**src/rtl/otter_mem_pkg.sv**
```systemverilog
// Shared types for the OTTER memory arbiter.
//   state_t : sequencer states (arbitrate, issue, wait latency, respond)
//   grant_t : which requester owns the current access
//   SZ_*    : memory access size encodings
package otter_mem_pkg;

  typedef enum logic [1:0] {
    ST_IDLE  = 2'd0,
    ST_ISSUE = 2'd1,
    ST_WAIT  = 2'd2,
    ST_RESP  = 2'd3
  } state_t;

  typedef enum logic {
    GNT_IF = 1'b0,
    GNT_DM = 1'b1
  } grant_t;

  localparam logic [1:0] SZ_BYTE = 2'd0;
  localparam logic [1:0] SZ_HALF = 2'd1;
  localparam logic [1:0] SZ_WORD = 2'd2;

endpackage

```
**src/rtl/otter_arb2.sv**
```systemverilog
// Two-way combinational arbiter with last-grant tie-break.
//   IF_REQ, DM_REQ : requests
//   last_grant     : owner of the previous completed access
//   gnt_valid      : any request pending
//   gnt            : winner; DM wins ties unless it won the previous access
module otter_arb2
  import otter_mem_pkg::*;
(
  input  logic   IF_REQ,
  input  logic   DM_REQ,
  input  grant_t last_grant,
  output logic   gnt_valid,
  output grant_t gnt
);

  always_comb begin
    gnt_valid = IF_REQ | DM_REQ;
    gnt       = GNT_IF;
    if (DM_REQ && !(IF_REQ && (last_grant == GNT_DM))) begin
      gnt = GNT_DM;
    end
  end

endmodule

```
**src/rtl/otter_mem_arbiter.sv**
```systemverilog
// Shares one single-port memory between instruction fetch (IF) and data (DM).
// Each access runs IDLE -> ISSUE -> WAIT (MEM_LAT-1 cycles) -> RESP.
//   CLK, RST                 : clock, async active-low reset
//   IF_REQ/IF_ADDR           : fetch request, held until IF_VALID
//   IF_RDATA/IF_VALID        : fetch data and one-cycle completion pulse
//   DM_REQ/WE/ADDR/WDATA/SIZE: load/store request, held until DM_VALID
//   DM_RDATA/DM_VALID        : load data and one-cycle completion pulse
//   MEM_*                    : single memory port; MEM_RDATA valid MEM_LAT cycles after MEM_EN
//   BUSY                     : sequencer is not idle
module otter_mem_arbiter
  import otter_mem_pkg::*;
#(
  parameter int unsigned ADDR_W  = 32,
  parameter int unsigned DATA_W  = 32,
  parameter int unsigned MEM_LAT = 2
) (
  input  logic              CLK,
  input  logic              RST,
  input  logic              IF_REQ,
  input  logic [ADDR_W-1:0] IF_ADDR,
  output logic [DATA_W-1:0] IF_RDATA,
  output logic              IF_VALID,
  input  logic              DM_REQ,
  input  logic              DM_WE,
  input  logic [ADDR_W-1:0] DM_ADDR,
  input  logic [DATA_W-1:0] DM_WDATA,
  input  logic [1:0]        DM_SIZE,
  output logic [DATA_W-1:0] DM_RDATA,
  output logic              DM_VALID,
  output logic              MEM_EN,
  output logic              MEM_WE,
  output logic [ADDR_W-1:0] MEM_ADDR,
  output logic [DATA_W-1:0] MEM_WDATA,
  output logic [1:0]        MEM_SIZE,
  input  logic [DATA_W-1:0] MEM_RDATA,
  output logic              BUSY
);

  localparam int unsigned    CNT_W    = 3;
  localparam logic [CNT_W-1:0] CNT_LOAD = CNT_W'(MEM_LAT - 1);

  state_t              state_q, state_d;
  grant_t              last_q, last_d;
  grant_t              gnt_q, gnt_d;
  logic [CNT_W-1:0]    cnt_q, cnt_d;
  logic                we_q, we_d;
  logic                mem_en_q, mem_en_d;
  logic                mem_we_q, mem_we_d;
  logic [ADDR_W-1:0]   addr_q, addr_d;
  logic [DATA_W-1:0]   wdata_q, wdata_d;
  logic [1:0]          size_q, size_d;
  logic                if_valid_q, if_valid_d;
  logic                dm_valid_q, dm_valid_d;
  logic                busy_q, busy_d;
  logic [DATA_W-1:0]   if_hold_q, if_hold_d;
  logic [DATA_W-1:0]   dm_hold_q, dm_hold_d;

  logic                arb_valid;
  grant_t              arb_gnt;

  otter_arb2 u_arb (
    .IF_REQ    (IF_REQ),
    .DM_REQ    (DM_REQ),
    .last_grant(last_q),
    .gnt_valid (arb_valid),
    .gnt       (arb_gnt)
  );

  // State and output registers
  always_ff @(posedge CLK or negedge RST) begin
    if (!RST) begin
      state_q    <= ST_IDLE;
      last_q     <= GNT_IF;
      gnt_q      <= GNT_IF;
      cnt_q      <= '0;
      we_q       <= 1'b0;
      mem_en_q   <= 1'b0;
      mem_we_q   <= 1'b0;
      addr_q     <= '0;
      wdata_q    <= '0;
      size_q     <= '0;
      if_valid_q <= 1'b0;
      dm_valid_q <= 1'b0;
      busy_q     <= 1'b0;
      if_hold_q  <= '0;
      dm_hold_q  <= '0;
    end else begin
      state_q    <= state_d;
      last_q     <= last_d;
      gnt_q      <= gnt_d;
      cnt_q      <= cnt_d;
      we_q       <= we_d;
      mem_en_q   <= mem_en_d;
      mem_we_q   <= mem_we_d;
      addr_q     <= addr_d;
      wdata_q    <= wdata_d;
      size_q     <= size_d;
      if_valid_q <= if_valid_d;
      dm_valid_q <= dm_valid_d;
      busy_q     <= busy_d;
      if_hold_q  <= if_hold_d;
      dm_hold_q  <= dm_hold_d;
    end
  end

  // Next-state and next-output logic; strobes are computed one cycle ahead
  always_comb begin
    state_d   = state_q;
    last_d    = last_q;
    gnt_d     = gnt_q;
    cnt_d     = cnt_q;
    we_d      = we_q;
    mem_en_d  = 1'b0;
    mem_we_d  = 1'b0;
    addr_d    = addr_q;
    wdata_d   = wdata_q;
    size_d    = size_q;
    if_hold_d = if_hold_q;
    dm_hold_d = dm_hold_q;

    case (state_q)
      ST_IDLE: begin
        if (arb_valid) begin
          state_d  = ST_ISSUE;
          gnt_d    = arb_gnt;
          mem_en_d = 1'b1;
          if (arb_gnt == GNT_DM) begin
            we_d     = DM_WE;
            mem_we_d = DM_WE;
            addr_d   = DM_ADDR;
            wdata_d  = DM_WDATA;
            size_d   = DM_SIZE;
          end else begin
            we_d     = 1'b0;
            addr_d   = IF_ADDR;
            size_d   = SZ_WORD;
          end
        end
      end
      ST_ISSUE: begin
        if (MEM_LAT == 1) begin
          state_d = ST_RESP;
        end else begin
          cnt_d   = CNT_LOAD;
          state_d = ST_WAIT;
        end
      end
      ST_WAIT: begin
        cnt_d = cnt_q - CNT_W'(1);
        if (cnt_q <= CNT_W'(1)) begin
          state_d = ST_RESP;
        end
      end
      ST_RESP: begin
        state_d = ST_IDLE;
        last_d  = gnt_q;
        if (gnt_q == GNT_IF) begin
          if_hold_d = MEM_RDATA;
        end else if (!we_q) begin
          dm_hold_d = MEM_RDATA;
        end
      end
      default: state_d = ST_IDLE;
    endcase

    // RESP is only entered from ISSUE/WAIT, where gnt_q already holds the owner
    if_valid_d = (state_d == ST_RESP) && (gnt_q == GNT_IF);
    dm_valid_d = (state_d == ST_RESP) && (gnt_q == GNT_DM);
    busy_d     = (state_d != ST_IDLE);
  end

  assign MEM_EN    = mem_en_q;
  assign MEM_WE    = mem_we_q;
  assign MEM_ADDR  = addr_q;
  assign MEM_WDATA = wdata_q;
  assign MEM_SIZE  = size_q;
  assign IF_VALID  = if_valid_q;
  assign DM_VALID  = dm_valid_q;
  assign BUSY      = busy_q;

  // Read data bypasses the hold register during the response cycle
  assign IF_RDATA = ((state_q == ST_RESP) && (gnt_q == GNT_IF)) ? MEM_RDATA : if_hold_q;
  assign DM_RDATA = ((state_q == ST_RESP) && (gnt_q == GNT_DM)) ? MEM_RDATA : dm_hold_q;

endmodule
```
**config.mk**
```make
export PLATFORM = sky130hd
export DESIGN_NAME = otter_mem_arbiter
export DESIGN_NICKNAME = d
export VERILOG_FILES = /design/src/rtl/otter_mem_pkg.sv /design/src/rtl/otter_arb2.sv /design/src/rtl/otter_mem_arbiter.sv
export SDC_FILE = /design/constraint.sdc
export NUM_CORES = 1
export LEC_CHECK = 0
export ABC_CLOCK_PERIOD_IN_PS = 4000
export CAP_MARGIN = 20
export CORE_ASPECT_RATIO = 1.5
export CORE_UTILIZATION = 46
export CTS_CLUSTER_SIZE = 40
export DETAILED_ROUTE_END_ITERATION = 6
export MAX_ROUTING_LAYER = met4
export PLACE_DENSITY = 0.87
export REMOVE_ABC_BUFFERS = 1
export SLEW_MARGIN = 10
export SYNTH_ARGS = -nofsm -noshare
export SYNTH_HDL_FRONTEND = slang
export SYNTH_SLANG_ARGS = --single-unit
```
**constraint.sdc**
```tcl
create_clock -name CLK -period 4 [get_ports CLK]
set_clock_uncertainty 0.1 [all_clocks]
set_input_delay 0.8 -clock CLK [delete_from_list [all_inputs] [get_ports CLK]]
set_output_delay 0.8 -clock CLK [all_outputs]
set_load 0.02 [all_outputs]
```
==> run summary <==
clk slew on worst S/H paths: 0.06 ns
CP arrival: 2.70 ns
hold depth: 1
drt via density: 5.232
Fill cells: 894
Clk pwr share: 0.186
Mapped Cells: 469
Die Span X: 96.22 µm
Top Ports: 270
part of the power in registers: 0.292
Port Buffers: 269
DRT iter0 DRCs: 154
worst-skew pair later-pin latency: 0.40 ns
largest net degree at the start of global routing: 98
Final #Nets: 874
number of nets with antenna violations after routing: 0
Critical Path Start: state_q[0]
cell taking the most area after synthesis: dfrtp_1
clock tree buffer depth: 2
post-layout util: 0.7359
top-area cell type share of the netlist area: 0.5843
final worst path period need: 3.603 ns
Post-CTS Repair Setup Buffers: 0
share of layout cells above drive strength 1: 0.2048
max-cap viol count: 0
maximum vdd drop: 0.0004418 V
WHS Endpoint: we_q
die height: 143.3 µm
Pleak: 4.127 nW
FF/Latch Area: 3578 µm²
Reg-to-Reg End: dm_hold_q[31]
Final Hold Vio Count: 0
most common cell after layout, fill and taps aside: clkdlybuf4s50_1
Ys Warns: 0
GRT Util Overall: 0.2599
First-pass DRT Iterations: 5
Reg2Reg Depth: 4
Slowest-stage cell, CP: nand2_2
Post-CTS Hold Fix Bufs: 0
vias in the first global route: 5335
outcome: complete, no violations
switching power: 3.226 mW
Post-Syn Area: 6125 µm²
die area: 13790 µm²
Initial Util: 0.4728
CTS tree: built
fin crit share: 0.9008
Area Growth Syn to Fin: 55.65%
CTS Root Cell: clkbuf_16
GRT overflow: 0
Sink Count: 143
Startpoint Class: flop
max-slew violation count: 0
first-pass GRT wire length: 25.91 mm
total negative slack: 0 ns
total number of vias: 4740
Least-Margin Pin Slew: 1.130 ns
Antenna diodes: 0
H-tree levels: 4
Final setup viols: 0
Netlist cell types: 30
row cnt: 51
largest cells by area after synthesis: dfrtp_1 (58%), mux2_2 (15%), mux2_4 (7.4%), a21oi_1 (5.4%), mux2_1 (3.3%)
Worst Path Required: 3.10 ns
switching share of total power: 0.3684
initial antenna violation count: 0
area of the multi-input gates: 2390 µm²
Seq/Total Area, Yosys: 0.5843
critical path type: reg2out
hold_sp: we_q
RSZ-0062 raised after global routing: false
Worst setup EP type: output pin
Core Area: 12950 µm²
Slew headroom: 0.2466
synthesized flop and latch total: 143
Num CTS Buffers: 17
DRC: 0
P per Cell Area: 918.7 nW/µm²
DP HPWL: 12.29 mm
Routed wire per std cell: 18.67 µm
Cell Int Power: 5.532 mW
final hold slack: 0.3698 ns
Gate power share: 0.522
final WL: 16.92 mm
Hold Crit Class: reg2reg
CP Cell Sequence: ha_1 -> nand2_2 -> mux2_2 -> clkdlybuf4s50_1
slowest stage delay, CP: 0.64 ns
post-cts sizing count: 0
Worst Path Max Fanout: 34
worst r2r src: state_q[0]
commonest cells after routing, fill and taps aside: clkdlybuf4s50_1 (268), dfrtp_1 (143), mux2_2 (80)
Tot Pwr: 8.758 mW
Final GP Congestion: 0.8309
Worst R2R Setup Slack: 1.01 ns
Synth Area per Inst: 13.06 µm²
fmax: 0.2775 GHz
## how the worst max path moves through the flow
stage	end	slack [ns]	cells after the start
floorplan	dm_hold_q[0]	1.08	4
finish	DM_RDATA[30]	0.40	4
detailed placement	DM_RDATA[10]	0.79	4
global placement	IF_RDATA[30]	0.86	4
CTS	DM_RDATA[30]	0.36	4
global route	DM_RDATA[10]	0.27	4
## worst max-delay path: cells and delay by family, from the launching register on
family | cells | cell delay, ns
and+or+nand+nor | 1 | 0.64
buffers and inverters | 1 | 0.55
DFF | 1 | 0.42
muxes | 1 | 0.41
adders and majority gates | 1 | 0.27
## power groups by stage
stage	clock network, mW	logic, mW	registers, mW
floorplan	0	2.10	2.91
global placement	0	4.48	2.51
detailed placement	0	4.60	2.57
CTS	1.66	4.62	2.56
global route	1.72	4.86	2.64
finish	1.63	4.57	2.56
## layer usage
layer,up-vias,wire length [µm],GRT usage
li1,2160,-,-
met1,2337,5931,0.2581
met2,199,9262,0.4602
met3,44,1078,0.06455
met4,0,643,0.1320
met5,-,0,-
## cell usage after synthesis (all sizes together)
cell	n
dfrtp	143
mux2	128
a21oi	66
nand2	38
nor2	33
buf	13
clkbuf	13
inv	7
ha	5
o21ai	5
and3	2
nand2b	2
nand3	2
nor2b	2
a211oi	1
a21bo	1
a21boi	1
a21o	1
a32o	1
nand3b	1
o22a	1
o311ai	1
o31ai	1
or2	1
## flip-flops by register name, summed over array words and instances (netlist names), 2 cells and up
| signal | count |
|---|---|
| if_hold_q | 32 |
| MEM_ADDR | 32 |
| state_q | 2 |
| MEM_WDATA | 32 |
| MEM_SIZE | 2 |
| dm_hold_q | 32 |
| cnt_q | 3 |
## logic make-up after synthesis
| group | synth area share |
|---|---|
| buffers and inverters | 0.02594 |
| multiplexers | 0.2537 |
| adder cells (fa/ha/maj) | 0.01021 |
| flip-flops | 0.5843 |
| AND/OR/NAND/NOR | 0.05434 |
| AO/OA/AOI/OAI | 0.07150 |
## final cells by class
| class | instances | area share |
|---|---|---|
| Clock inverter | 14 | 0.01903 |
| Inverter | 7 | 0.002756 |
| Clock buffer | 18 | 0.04502 |
| Sequential cell | 143 | 0.3754 |
| Multi-Input combinational cell | 293 | 0.2507 |
| Timing Repair Buffer | 272 | 0.2863 |
| Tap cell | 159 | 0.02087 |
## metrics by stage
step / instances / instance area, µm² / setup WS, ns
CTS: 906 / 9533 / 0.3564
floorplan: 443 / 5992 / 1.083
finish: 906 / 9533 / 0.3967
global placement: 874 / 8922 / 0.8565
global route: 906 / 9533 / 0.2727
detailed placement: 874 / 8922 / 0.7899
(Power assumes the default switching activity.)
